$ cat config.mk
export PLATFORM = sky130hd
export DESIGN_NAME = dmem_peripheral_responder
export DESIGN_NICKNAME = d
export VERILOG_FILES = /design/src/rtl/mmio_pkg.sv /design/src/rtl/pwm_channel.sv /design/src/rtl/dmem_peripheral_responder.sv
export SDC_FILE = /design/constraint.sdc
export NUM_CORES = 1
export LEC_CHECK = 0
export ABC_CLOCK_PERIOD_IN_PS = 3250
export BUFFER_PORTS_ARGS = -buffer_cell sky130_fd_sc_hd__buf_2
export CORE_MARGIN = 5
export CORE_UTILIZATION = 35
export CTS_CLUSTER_SIZE = 28
export DETAILED_ROUTE_END_ITERATION = 10
export GPL_TIMING_DRIVEN = 1
export HOLD_SLACK_MARGIN = 0.05
export PLACE_DENSITY = 0.59
export SLEW_MARGIN = 10
export SYNTH_ARGS = -nofsm -noshare
export SYNTH_HDL_FRONTEND = slang
export SYNTH_HIERARCHICAL = 1
export SYNTH_SLANG_ARGS = --single-unit
$ cat constraint.sdc
create_clock -name clk -period 3.25 [get_ports clk]
set_input_delay 0.65 -clock clk [delete_from_list [all_inputs] [get_ports clk]]
set_output_delay 0.65 -clock clk [all_outputs]
set_load 0.005 [all_outputs]
$ cat src/rtl/mmio_pkg.sv
// Shared definitions for the data-memory port: funct3 encodings,
// peripheral register offsets and load-lane helpers.
package mmio_pkg;

    localparam logic [2:0] F3_B  = 3'b000;
    localparam logic [2:0] F3_H  = 3'b001;
    localparam logic [2:0] F3_W  = 3'b010;
    localparam logic [2:0] F3_BU = 3'b100;
    localparam logic [2:0] F3_HU = 3'b101;

    localparam logic [3:0] OFF_DUTY = 4'h0;
    localparam logic [3:0] OFF_US   = 4'h4;
    localparam logic [3:0] OFF_MS   = 4'h8;

    localparam logic [31:0] DEF_BASE_ADDR = 32'hFFFF_FFF0;

    function automatic logic misaligned(input logic [2:0] f3,
                                        input logic [1:0] a);
        logic m;
        m = 1'b0;
        case (f3)
            F3_H, F3_HU: m = a[0];
            F3_W:        m = (a != 2'b00);
            default:     m = 1'b0;
        endcase
        return m;
    endfunction

    function automatic logic [31:0] load_extend(input logic [2:0]  f3,
                                                input logic [31:0] w);
        logic [31:0] r;
        r = '0;
        case (f3)
            F3_B:    r = {{24{w[7]}}, w[7:0]};
            F3_H:    r = {{16{w[15]}}, w[15:0]};
            F3_W:    r = w;
            F3_BU:   r = {24'b0, w[7:0]};
            F3_HU:   r = {16'b0, w[15:0]};
            default: r = '0;
        endcase
        return r;
    endfunction

endpackage

$ cat src/rtl/pwm_channel.sv
// One PWM output: registered high while the shared counter is below duty.
module pwm_channel #(
    parameter int PWM_BITS = 8
) (
    input  logic                clk,
    input  logic                reset,
    input  logic [PWM_BITS-1:0] duty_i,
    input  logic [PWM_BITS-1:0] pwm_cnt_i,
    output logic                pwm_out_o
);

    logic pwm_q;

    always_ff @(posedge clk) begin
        if (!reset) begin
            pwm_q <= 1'b0;
        end else begin
            pwm_q <= (pwm_cnt_i < duty_i);
        end
    end

    assign pwm_out_o = pwm_q;

endmodule

$ cat src/rtl/dmem_peripheral_responder.sv
// MMIO responder in a 16-byte window: four PWM duty bytes plus
// free-running microsecond / millisecond counters.
module dmem_peripheral_responder
    import mmio_pkg::*;
#(
    parameter logic [31:0] BASE_ADDR   = DEF_BASE_ADDR,
    parameter int          CLK_FREQ_HZ = 12_000_000,
    parameter int          PWM_BITS    = 8
) (
    input  logic        clk,
    input  logic        reset,
    input  logic [2:0]  funct3,
    input  logic        dmem_wren,
    input  logic [31:0] dmem_address,
    input  logic [31:0] dmem_data_in,
    output logic [31:0] dmem_data_out,
    output logic        hit,
    output logic        led,
    output logic        red,
    output logic        green,
    output logic        blue
);

    localparam int US_DIV = CLK_FREQ_HZ / 1_000_000;
    localparam int PRE_W  = (US_DIV > 2) ? $clog2(US_DIV) : 1;
    localparam logic [PRE_W-1:0] US_LAST = PRE_W'(US_DIV - 1);
    localparam logic [9:0]       MS_LAST = 10'd999;

    logic [31:0]         duty_q, duty_d;
    logic [PWM_BITS-1:0] pwm_cnt_q, pwm_cnt_d;
    logic [PRE_W-1:0]    us_pre_q, us_pre_d;
    logic [31:0]         us_cnt_q, us_cnt_d;
    logic [9:0]          ms_pre_q, ms_pre_d;
    logic [31:0]         ms_cnt_q, ms_cnt_d;
    logic [31:0]         rdata_q, rdata_d;
    logic                hit_q, hit_d;

    logic        in_win, us_tick, ms_tick, wr_ok;
    logic [1:0]  lane;
    logic [3:0]  wmask;
    logic [31:0] wdata, rword, rshift;

    assign in_win = (dmem_address[31:4] == BASE_ADDR[31:4]);
    assign lane   = dmem_address[1:0];

    always_comb begin
        us_tick   = (us_pre_q == US_LAST);
        ms_tick   = us_tick && (ms_pre_q == MS_LAST);
        pwm_cnt_d = pwm_cnt_q + PWM_BITS'(1);
        us_pre_d  = us_tick ? '0 : us_pre_q + PRE_W'(1);
        us_cnt_d  = us_cnt_q + {31'b0, us_tick};
        ms_pre_d  = ms_pre_q;
        if (us_tick) begin
            ms_pre_d = ms_tick ? '0 : ms_pre_q + 10'd1;
        end
        ms_cnt_d  = ms_cnt_q + {31'b0, ms_tick};
    end

    always_comb begin
        wr_ok = dmem_wren && in_win && !misaligned(funct3, lane)
                && (dmem_address[3:2] == OFF_DUTY[3:2]);
        wmask = 4'b0000;
        case (funct3)
            F3_B:    wmask = 4'b0001 << lane;
            F3_H:    wmask = lane[1] ? 4'b1100 : 4'b0011;
            F3_W:    wmask = 4'b1111;
            default: wmask = 4'b0000;
        endcase
        wdata  = dmem_data_in << {lane, 3'b000};
        duty_d = duty_q;
        for (int i = 0; i < 4; i++) begin
            if (wr_ok && wmask[i]) begin
                duty_d[8*i +: 8] = wdata[8*i +: 8];
            end
        end
    end

    // Read path samples the registers before this edge's write lands.
    always_comb begin
        rword = '0;
        case (dmem_address[3:2])
            OFF_DUTY[3:2]: rword = duty_q;
            OFF_US[3:2]:   rword = us_cnt_q;
            OFF_MS[3:2]:   rword = ms_cnt_q;
            default:       rword = '0;
        endcase
        rshift  = rword >> {lane, 3'b000};
        rdata_d = '0;
        if (in_win && !misaligned(funct3, lane)) begin
            rdata_d = load_extend(funct3, rshift);
        end
        hit_d = in_win;
    end

    always_ff @(posedge clk) begin
        if (!reset) begin
            duty_q    <= '0;
            pwm_cnt_q <= '0;
            us_pre_q  <= '0;
            us_cnt_q  <= '0;
            ms_pre_q  <= '0;
            ms_cnt_q  <= '0;
            rdata_q   <= '0;
            hit_q     <= 1'b0;
        end else begin
            duty_q    <= duty_d;
            pwm_cnt_q <= pwm_cnt_d;
            us_pre_q  <= us_pre_d;
            us_cnt_q  <= us_cnt_d;
            ms_pre_q  <= ms_pre_d;
            ms_cnt_q  <= ms_cnt_d;
            rdata_q   <= rdata_d;
            hit_q     <= hit_d;
        end
    end

    assign dmem_data_out = rdata_q;
    assign hit           = hit_q;

    logic [3:0] pwm_out;

    for (genvar g = 0; g < 4; g++) begin : g_pwm
        pwm_channel #(.PWM_BITS(PWM_BITS)) u_pwm (
            .clk       (clk),
            .reset     (reset),
            .duty_i    (duty_q[8*g +: PWM_BITS]),
            .pwm_cnt_i (pwm_cnt_q),
            .pwm_out_o (pwm_out[g])
        );
    end

    assign led   = pwm_out[0];
    assign red   = pwm_out[1];
    assign green = pwm_out[2];
    assign blue  = pwm_out[3];

endmodule

Word level (Yosys, flattened, before mapping)
Cells that the tools add are included.

Output and inout port bits: 37. Flip-flop bits (word level): 155. Input bits: 70. Logic and storage cells: 59.

$add $sub $neg: 5. Shift-type cells: 3. Reduce and logical (&&, ||, !) cells: 16. Equality and inequality tests: 9. Bitwise logic cells: 1. Multiplexer cells: 6. Order comparisons: 4.

Operators with widths (count): one-hot mux 32 bit (5 select lines) (1); one-hot mux 32 bit (3 select lines) (1); adder 32 x 1 -> 32 bit (2); less-than comparator 8 bit (4); left shift 32 x 5 -> 32 bit (1); >> shifter 32 x 5 -> 32 bit (1); equality test 28 bit (second input constant) (1); one-hot mux 4 bit (3 select lines) (1); adder 10 x 1 -> 10 bit (second input constant) (1); equality test 10 bit (second input constant) (1); 2-to-1 mux 10 bit (1); logical AND 1 bit (9); adder 8 x 1 -> 8 bit (second input constant) (1); equality test 3 bit (second input constant) (2); adder 4 x 1 -> 4 bit (second input constant) (1); equality test 4 bit (second input constant) (1); 2-to-1 mux 4 bit (1); OR reduction 2 bit (2); left shift 1 x 2 -> 4 bit (first input constant) (1); equality test 3 x 1 -> 1 bit (second input constant) (1); equality test 3 x 2 -> 1 bit (second input constant) (1); zero test 3 bit (1); equality test 2 x 1 -> 1 bit (second input constant) (1); equality test 2 bit (second input constant) (1); other kinds (6) (6).

Logic depth before layout (Yosys ltp)
Gate-level depths: netlist (run 1).

Depth in word-level cells: 7. Gate-level depth with buffers: 12. Depth with buffers taken out: 12.

Hierarchy
Netlist (run 1), hierarchy kept.

By module, submodules not included: dmem_peripheral_responder (cells each 921, times used 1, area an instance 7741.2 um^2); pwm_channel (cells each 27, times used 4, area an instance 203.9 um^2).

Least setup slack after synthesis (run 1)
OpenSTA, ideal clock, no wires.

Path kind: register to register. From: reg us_pre_q[0]. To: reg ms_cnt_q[30]. Slack: 527 ps. Arrival time: 2665 ps. Period minus slack after synthesis: 2723 ps. Buffers on the path: 0. Stages on the path, launching flop included: 13. Required time: 3192 ps. Cell sequence: dfxtp_1 ha_1 nand3b_1 inv_1 and3_1 nand2_1 inv_1 ha_1 ha_1 nand2_1 or4_1 nor3b_1 o21a_1.

Cells in the longest elaborated chain, start to end: 3.

Ends and longest elaborated chain: start: declaration (line dmem_peripheral_responder.sv:31) `logic [PRE_W-1:0] us_pre_q, us_pre_d;`; start signal: assignment (line dmem_peripheral_responder.sv:108) `us_pre_q <= us_pre_d;`; equality test 4 bit (line dmem_peripheral_responder.sv:47) `us_tick = (us_pre_q == US_LAST);`; logical AND 1 bit (line dmem_peripheral_responder.sv:48) `ms_tick = us_tick && (ms_pre_q == MS_LAST);`; adder 32 x 1 -> 32 bit (line dmem_peripheral_responder.sv:56) `ms_cnt_d = ms_cnt_q + {31'b0, ms_tick};`; end signal: assignment (line dmem_peripheral_responder.sv:111) `ms_cnt_q <= ms_cnt_d;`; end: declaration (line dmem_peripheral_responder.sv:34) `logic [31:0] ms_cnt_q, ms_cnt_d;`.

No other way between the ends. A chain may end at the register's enable or synchronous reset.

Worst setup path in the final report (run 1)
From: reg us_pre_q[0]. To: reg ms_cnt_q[31].

Same word-level chain as after synthesis.

==> results of run 1 <==
cells in the final DEF (no fill, tap or decap), drive strengths merged, types with 4 or more instances in the layout:
| cell type | n |
|---|---|
| dfxtp | 155 |
| buf | 125 |
| nor2 | 104 |
| a21oi | 87 |
| o21ai | 82 |
| nand2 | 60 |
| inv | 54 |
| mux2i | 48 |
| nand4 | 48 |
| ha | 35 |
| xnor2 | 34 |
| xor2 | 28 |
| nand3 | 28 |
| a22oi | 26 |
| nor3 | 20 |
| or3 | 20 |
| mux2 | 19 |
| clkbuf | 18 |
| nor4 | 17 |
| nor2b | 13 |
| and4 | 12 |
| a211oi | 11 |
| or4 | 10 |
| and3 | 7 |
| nand2b | 5 |
| and2 | 5 |
| o2bb2ai | 4 |
| a221oi | 4 |
| clkinv | 4 |
area by class of cell:
cell class	instances	area, sq um	share of cell area [%]
Clock inverter	14	129	1.30
Tap cell	324	405	4.07
Sequential cell	155	3100	31.2
Timing Repair Buffer	125	686	6.89
Clock buffer	18	439	4.41
Multi-Input combinational cell	764	5010	50.4
Inverter	47	176	1.77
logic make-up (layout without fill, tap and decap cells):
logic type	after synthesis	after routing
compound gates	238	238
flops	155	155
fa+ha+maj	35	35
buf+inv	110	204
simple gates	360	360
xor+xnor	62	62
mux	69	69
report_power, final:
part / internal, W / switching [W] / total [W] / leakage (nW)
registers: 0.00191 / 0.0000111 / 0.00192 / 1.25
logic: 0.000117 / 0.000185 / 0.000303 / 2.21
clock network: 0.00103 / 0.000906 / 0.00194 / 0.272
worst max-delay path by stage:
stage | end | cells after the start | from
after global routing | ms_cnt_q[28] | 13 | us_pre_q[0]
after global placement | dmem_data_out[14] | 6 | dmem_address[3]
after floorplan | ms_cnt_q[30] | 12 | us_pre_q[0]
final | ms_cnt_q[31] | 11 | us_pre_q[0]
after detailed placement | ms_cnt_q[31] | 11 | us_pre_q[0]
after CTS | ms_cnt_q[31] | 11 | us_pre_q[0]
worst max-delay path, stage by stage, from the launching register on:
cell      delay (ps)
dfxtp_1          350
ha_1             220
nand3b_1         110
inv_1            140
and3_1           240
nand2_1          110
inv_1            100
ha_1             210
nand3_1          250
or4_4            520
or3_1            360
a21oi_1          140
synth_stat cells, types with 3 or more instances:
| master | instances | area [sq um] |
|---|---|---|
| nand3b_1 | 3 | 22.5 |
| buf_1 | 10 | 37.5 |
| clkbuf_1 | 33 | 124 |
| or3_1 | 20 | 125 |
| and3_1 | 7 | 43.8 |
| a21boi_0 | 3 | 22.5 |
| nor3_1 | 20 | 100 |
| inv_1 | 44 | 165 |
| a22oi_1 | 26 | 195 |
| a32o_1 | 3 | 30.0 |
| xnor2_1 | 34 | 298 |
| mux2i_1 | 48 | 480 |
| or4_1 | 9 | 67.6 |
| nand4_1 | 47 | 294 |
| o21ai_0 | 71 | 355 |
| a211oi_2 | 4 | 50.1 |
| dfxtp_1 | 155 | 3100 |
| nor2_1 | 104 | 390 |
| a211oi_1 | 7 | 52.6 |
| a21oi_1 | 87 | 435 |
| nor4_1 | 17 | 106 |
| o21ai_1 | 11 | 55.1 |
| nand2_1 | 59 | 221 |
| ha_1 | 35 | 438 |
| mux2_2 | 19 | 214 |
| o2bb2ai_1 | 4 | 35.0 |
| nand2b_1 | 5 | 31.3 |
| a2bb2oi_1 | 3 | 26.3 |
| nor2b_1 | 13 | 81.3 |
| o21a_1 | 3 | 22.5 |
| a221oi_1 | 4 | 35.0 |
| nand3_1 | 27 | 135 |
| a32oi_1 | 3 | 26.3 |
| xor2_1 | 28 | 245 |
| buf_2 | 18 | 90.1 |
| and4_1 | 10 | 87.6 |
| and2_1 | 5 | 31.3 |
sequential cells by signal (all words and copies together) (netlist names):
name                   flops
ms_pre_q                  10
dmem_data_out             32
us_cnt_q                  32
g_pwm.u_pwm/pwm_out_o      4
duty_q                    32
hit                        1
ms_cnt_q                  32
pwm_cnt_q                  8
us_pre_q                   4
metrics by stage:
step	hold slack (ps)	total power, W
floorplan	432	0.00215
global placement	445	0.00226
detailed placement	451	0.00226
CTS	467	0.00420
global route	492	0.00432
finish	465	0.00416
per-layer routing:
layer / vias to the layer above / track usage (%)
met5: - / 0
met4: 0 / 6.76
met3: 48 / 3.50
met2: 260 / 28.8
met1: 3703 / 25.2
li1: 3871 / -
==> impl_metrics.tcl, run 1 <==
set metrics [dict create \
    synth_cells 1029 \
    overflow 0 \
    fp.dieArea_sq_um 27700 \
    grt_pass1_wl_um 41400 \
    worstHoldPathType "reg2reg" \
    crit_arrival_ps 3170 \
    status "complete, no violations" \
    cts_buffer_depth 2 \
    synthMuxAreaShare_pct 8.64 \
    met3RoutedLength_um 1580 \
    maxCapViolCount 0 \
    drive_above_1_share_pct 17.2 \
    hold_violations 0 \
    cts-root-buf "clkbuf_16" \
    worstReg2RegStart "us_pre_q[0]" \
    dp.cells 1415 \
    synth_xor_xnor_area_share_pct 6.35 \
    path_class "reg2reg" \
    avgSynthCellArea_sq_um 8.32 \
    synth_fa_ha_area_share_pct 5.12 \
    rows 57 \
    place_ws_ps 477 \
    async_flop_share_pct 0 \
    die_h_um 166 \
    period_needed_ps 2810 \
    routed-wl-met2_um 11600 \
    grt_max_degree 105 \
    syn_to_final_growth_pct 16.3 \
    clkTransAtPathRegs_ps 70 \
    cp-end-kind "flip-flop" \
    min_from "us_pre_q[0]" \
    postSynthNetCount 1134 \
    power.static_leakage_nw 3.73 \
    period_share_pct 86.5 \
    top_layer_used "met4" \
    num-fill-cells 2468 \
    die_w_um 166 \
    crit_required_ps 3610 \
    postCtsSetupRepairBufs 0 \
    ys_warn_count 6 \
    wl_um 25800 \
    drt-pass1-iter-count 6 \
    vias 7882 \
    cp_max_fo 6 \
    r2r_slack_ps 440 \
    power_density_nw_per_um2 418 \
    gp_congestion 0.887 \
    ys_seq_area_share_pct 36.3 \
    r2r-end "ms_cnt_q[31]" \
    antenna_cells 0 \
    fin_util_pct 41.2 \
    max_freq_mhz 356 \
    worstSkewPairLatency_ps 440 \
    htree_levels 4 \
    fin_ws_ps 440 \
    drc 0 \
    rsz0062_at_grt "no" \
    grt_pass1_vias 7624 \
    setup_tns_ps 0 \
    drtIter0Drc 727 \
    fin_area_sq_um 9950 \
    synth_top_family_by_area "simple AND/OR/NAND/NOR gates" \
    cts_buffers 17 \
    cts_resized 0 \
    wl_met1_um 11900 \
    syn_area_sq_um 8560 \
    yosys.cell_types.count 57 \
    cts.sinks 155 \
    final_cells 1447 \
    hold_buffers 0 \
    hold_path_depth 1 \
    wl_per_cell_um 17.8 \
    finClkSkew_ps 13.9 \
    antenna_found_initial 0 \
    drv_slew 0 \
    grt_usage_pct 18.4 \
    post_dp_cell_area_sq_um 9380 \
    ys.flop_type "dfxtp_1" \
    cts_tree "yes" \
    dp_hpwl_um 19000 \
    start_kind "flip-flop" \
    r2r_cells 11 \
    synth-edff-count 0 \
    hold_path_end "us_pre_q[0]" \
    tightest_slew_ps 964 \
    synth-compound-area-share_pct 16.5 \
    viasPerCell 5.45 \
    fp.coreArea_sq_um 24200 \
    synthSimpleGateAreaFrac_pct 22.0 \
    ioPinCount 107 \
    slew_headroom_pct 35.7 \
    postSynthRegisterBits 155 \
    setup_violations 0 \
    start_util_pct 35.4 \
    nets 1215 \
    io_buffers 106 \
    postRouteAntennaNets 0 \
    ir_drop_mv 0.313 \
]
Power figures use the tool's default switching activity.
==> run 2, diff against run 1 <==
Settings changed: BUFFER_PORTS_ARGS -buffer_cell sky130_fd_sc_hd__buf_2 to -buffer_cell sky130_fd_sc_hd__buf_4.
==> impl_metrics.tcl, run 2 (synthesized netlist as in run 1, its figures left out) <==
set metrics [dict create \
    status "complete, no violations" \
    num-fill-cells 2421 \
    fp.coreArea_sq_um 24200 \
    routed-wl-met2_um 11300 \
    start_kind "flip-flop" \
    setup_tns_ps 0 \
    fp.dieArea_sq_um 27700 \
    drtIter0Drc 645 \
    top_layer_used "met4" \
    regArea_sq_um 3100 \
    slew_headroom_pct 34.9 \
    intPower_w 0.00335 \
    htree_levels 4 \
    layout_common_cells "155 x dfxtp_1, 122 x buf_4, 104 x nor2_1, 87 x a21oi_1, 71 x o21ai_0" \
    p_seq_share_pct 44.1 \
    wl_per_cell_um 17.8 \
    rows 57 \
    gp_congestion 0.873 \
    tightest_slew_ps 976 \
    vias 7795 \
    die_w_um 166 \
    crit_arrival_ps 3190 \
    clkTransAtPathRegs_ps 60 \
    r2r_slack_ps 420 \
    power.static_leakage_nw 3.80 \
    cts_buffer_depth 2 \
    postRouteAntennaNets 0 \
    crit_start "us_pre_q[0]" \
    path_class "reg2reg" \
    ioPinCount 107 \
    cts_buffers 17 \
    cp-end-kind "flip-flop" \
    p_clk_share_pct 48.3 \
    grt_pass1_vias 7272 \
    overflow 0 \
    met3RoutedLength_um 1580 \
    die_h_um 166 \
    grt_usage_pct 17.8 \
    cts_tree "yes" \
    critPathMaxStageDelay_ps 530 \
    worstSkewPairLatency_ps 430 \
    io_buffers 106 \
    switching_share_pct 23.0 \
    finClkSkew_ps 8.33 \
    syn_to_final_growth_pct 19.8 \
    cts-root-buf "clkbuf_16" \
    ir_drop_mv 0.251 \
    worstHoldPathType "reg2reg" \
    hold_violations 0 \
    nets 1213 \
    drt-pass1-iter-count 5 \
    max_freq_mhz 353 \
    grt_pass1_wl_um 40000 \
    antenna_found_initial 0 \
    start_util_pct 35.4 \
    viasPerCell 5.40 \
    fin_util_pct 42.4 \
    rsz0062_at_grt "no" \
    p_sw_w 0.00100 \
    worstReg2RegStart "us_pre_q[0]" \
    drv_slew 0 \
    period_needed_ps 2830 \
    r2r-end "ms_cnt_q[31]" \
    maxCapViolCount 0 \
    antenna_cells 0 \
    power_density_nw_per_um2 425 \
    drc 0 \
    cts.sinks 155 \
    p_comb_share_pct 7.6 \
    postCtsSetupRepairBufs 0 \
    cp_cell_sequence "ha_1 -> nand3b_1 -> inv_1 -> and3_1 -> nand2_1 -> inv_1 -> ha_1 -> nand3_1 -> or4_4 -> or3_1 -> a21oi_1" \
    mostFrequentLayoutCell "dfxtp_1" \
    period_share_pct 87.2 \
    cts_resized 0 \
    hold_buffers 0 \
    drive_above_1_share_pct 16.8 \
    wl_um 25800 \
    cp_max_fo 6 \
    slowest_stage "or4_4" \
    crit_required_ps 3610 \
    r2r_cells 11 \
    min_from "us_pre_q[0]" \
    dp_hpwl_um 19100 \
    setup_violations 0 \
    multiInputGateArea_sq_um 5010 \
    grt_max_degree 55 \
    crit_end "ms_cnt_q[31]" \
    wl_met1_um 12100 \
]
-- run 2: cell types whose count changed in the layout (fill, tap and decap cells not counted), sizes merged --
cell and delta:
buf -2, clkinv +1, inv -8, clkbuf +2, bufinv +4
-- run 2: worst min path at each step --
stage	to	slack, ps	cells after the start
2_1_floorplan	us_pre_q[0]	430	1
3_3_place_gp	us_pre_q[0]	450	1
3_5_place_dp	us_pre_q[0]	450	1
4_1_cts	us_pre_q[0]	460	1
5_1_grt	us_pre_q[0]	500	1
6_report	us_pre_q[0]	460	1
-- run 2: final cells by class --
| type | instances | area share, % |
|---|---|---|
| clock buffers | 20 | 4.36 |
| clock inverters | 11 | 1.66 |
| inverters | 47 | 1.72 |
| multi-input cells | 764 | 48.9 |
| flip-flops and latches | 155 | 30.3 |
| well taps | 324 | 3.96 |
| repair buffers | 123 | 9.13 |
-- run 2: power groups by stage --
stage                     sequential [W]  clock (W)  combinational (W)
after floorplan                  0.00196          0           0.000192
after global placement           0.00196          0           0.000324
after detailed placement         0.00196          0           0.000325
after CTS                        0.00192    0.00214           0.000327
after global routing             0.00192    0.00222           0.000356
final                            0.00192    0.00210           0.000329
-- run 2: stage by stage --
stage,hold WS (ps),cell area (sq um),std cells,power [W],worst slack [ps]
floorplan,432,8560,1029,0.00215,527
global placement,446,9630,1413,0.00229,544
detailed placement,451,9630,1413,0.00229,462
CTS,463,10200,1444,0.00439,437
global route,500,10200,1444,0.00450,183
finish,463,10200,1444,0.00435,416
-- run 2: per-layer routing --
metal / GRT usage [%] / vias up
met4: 7.01 / 0
met5: 0 / -
met1: 25.1 / 3645
met2: 27.1 / 242
met3: 3.31 / 42
li1: - / 3866
-- run 2: worst max-delay path: cells and delay by family, from the launching register on --
kind            cells  cell delay [ps]
fa+ha+maj           2              440
flops               1              350
buf+inv             2              240
compound gates      1              140
simple gates        6             1610
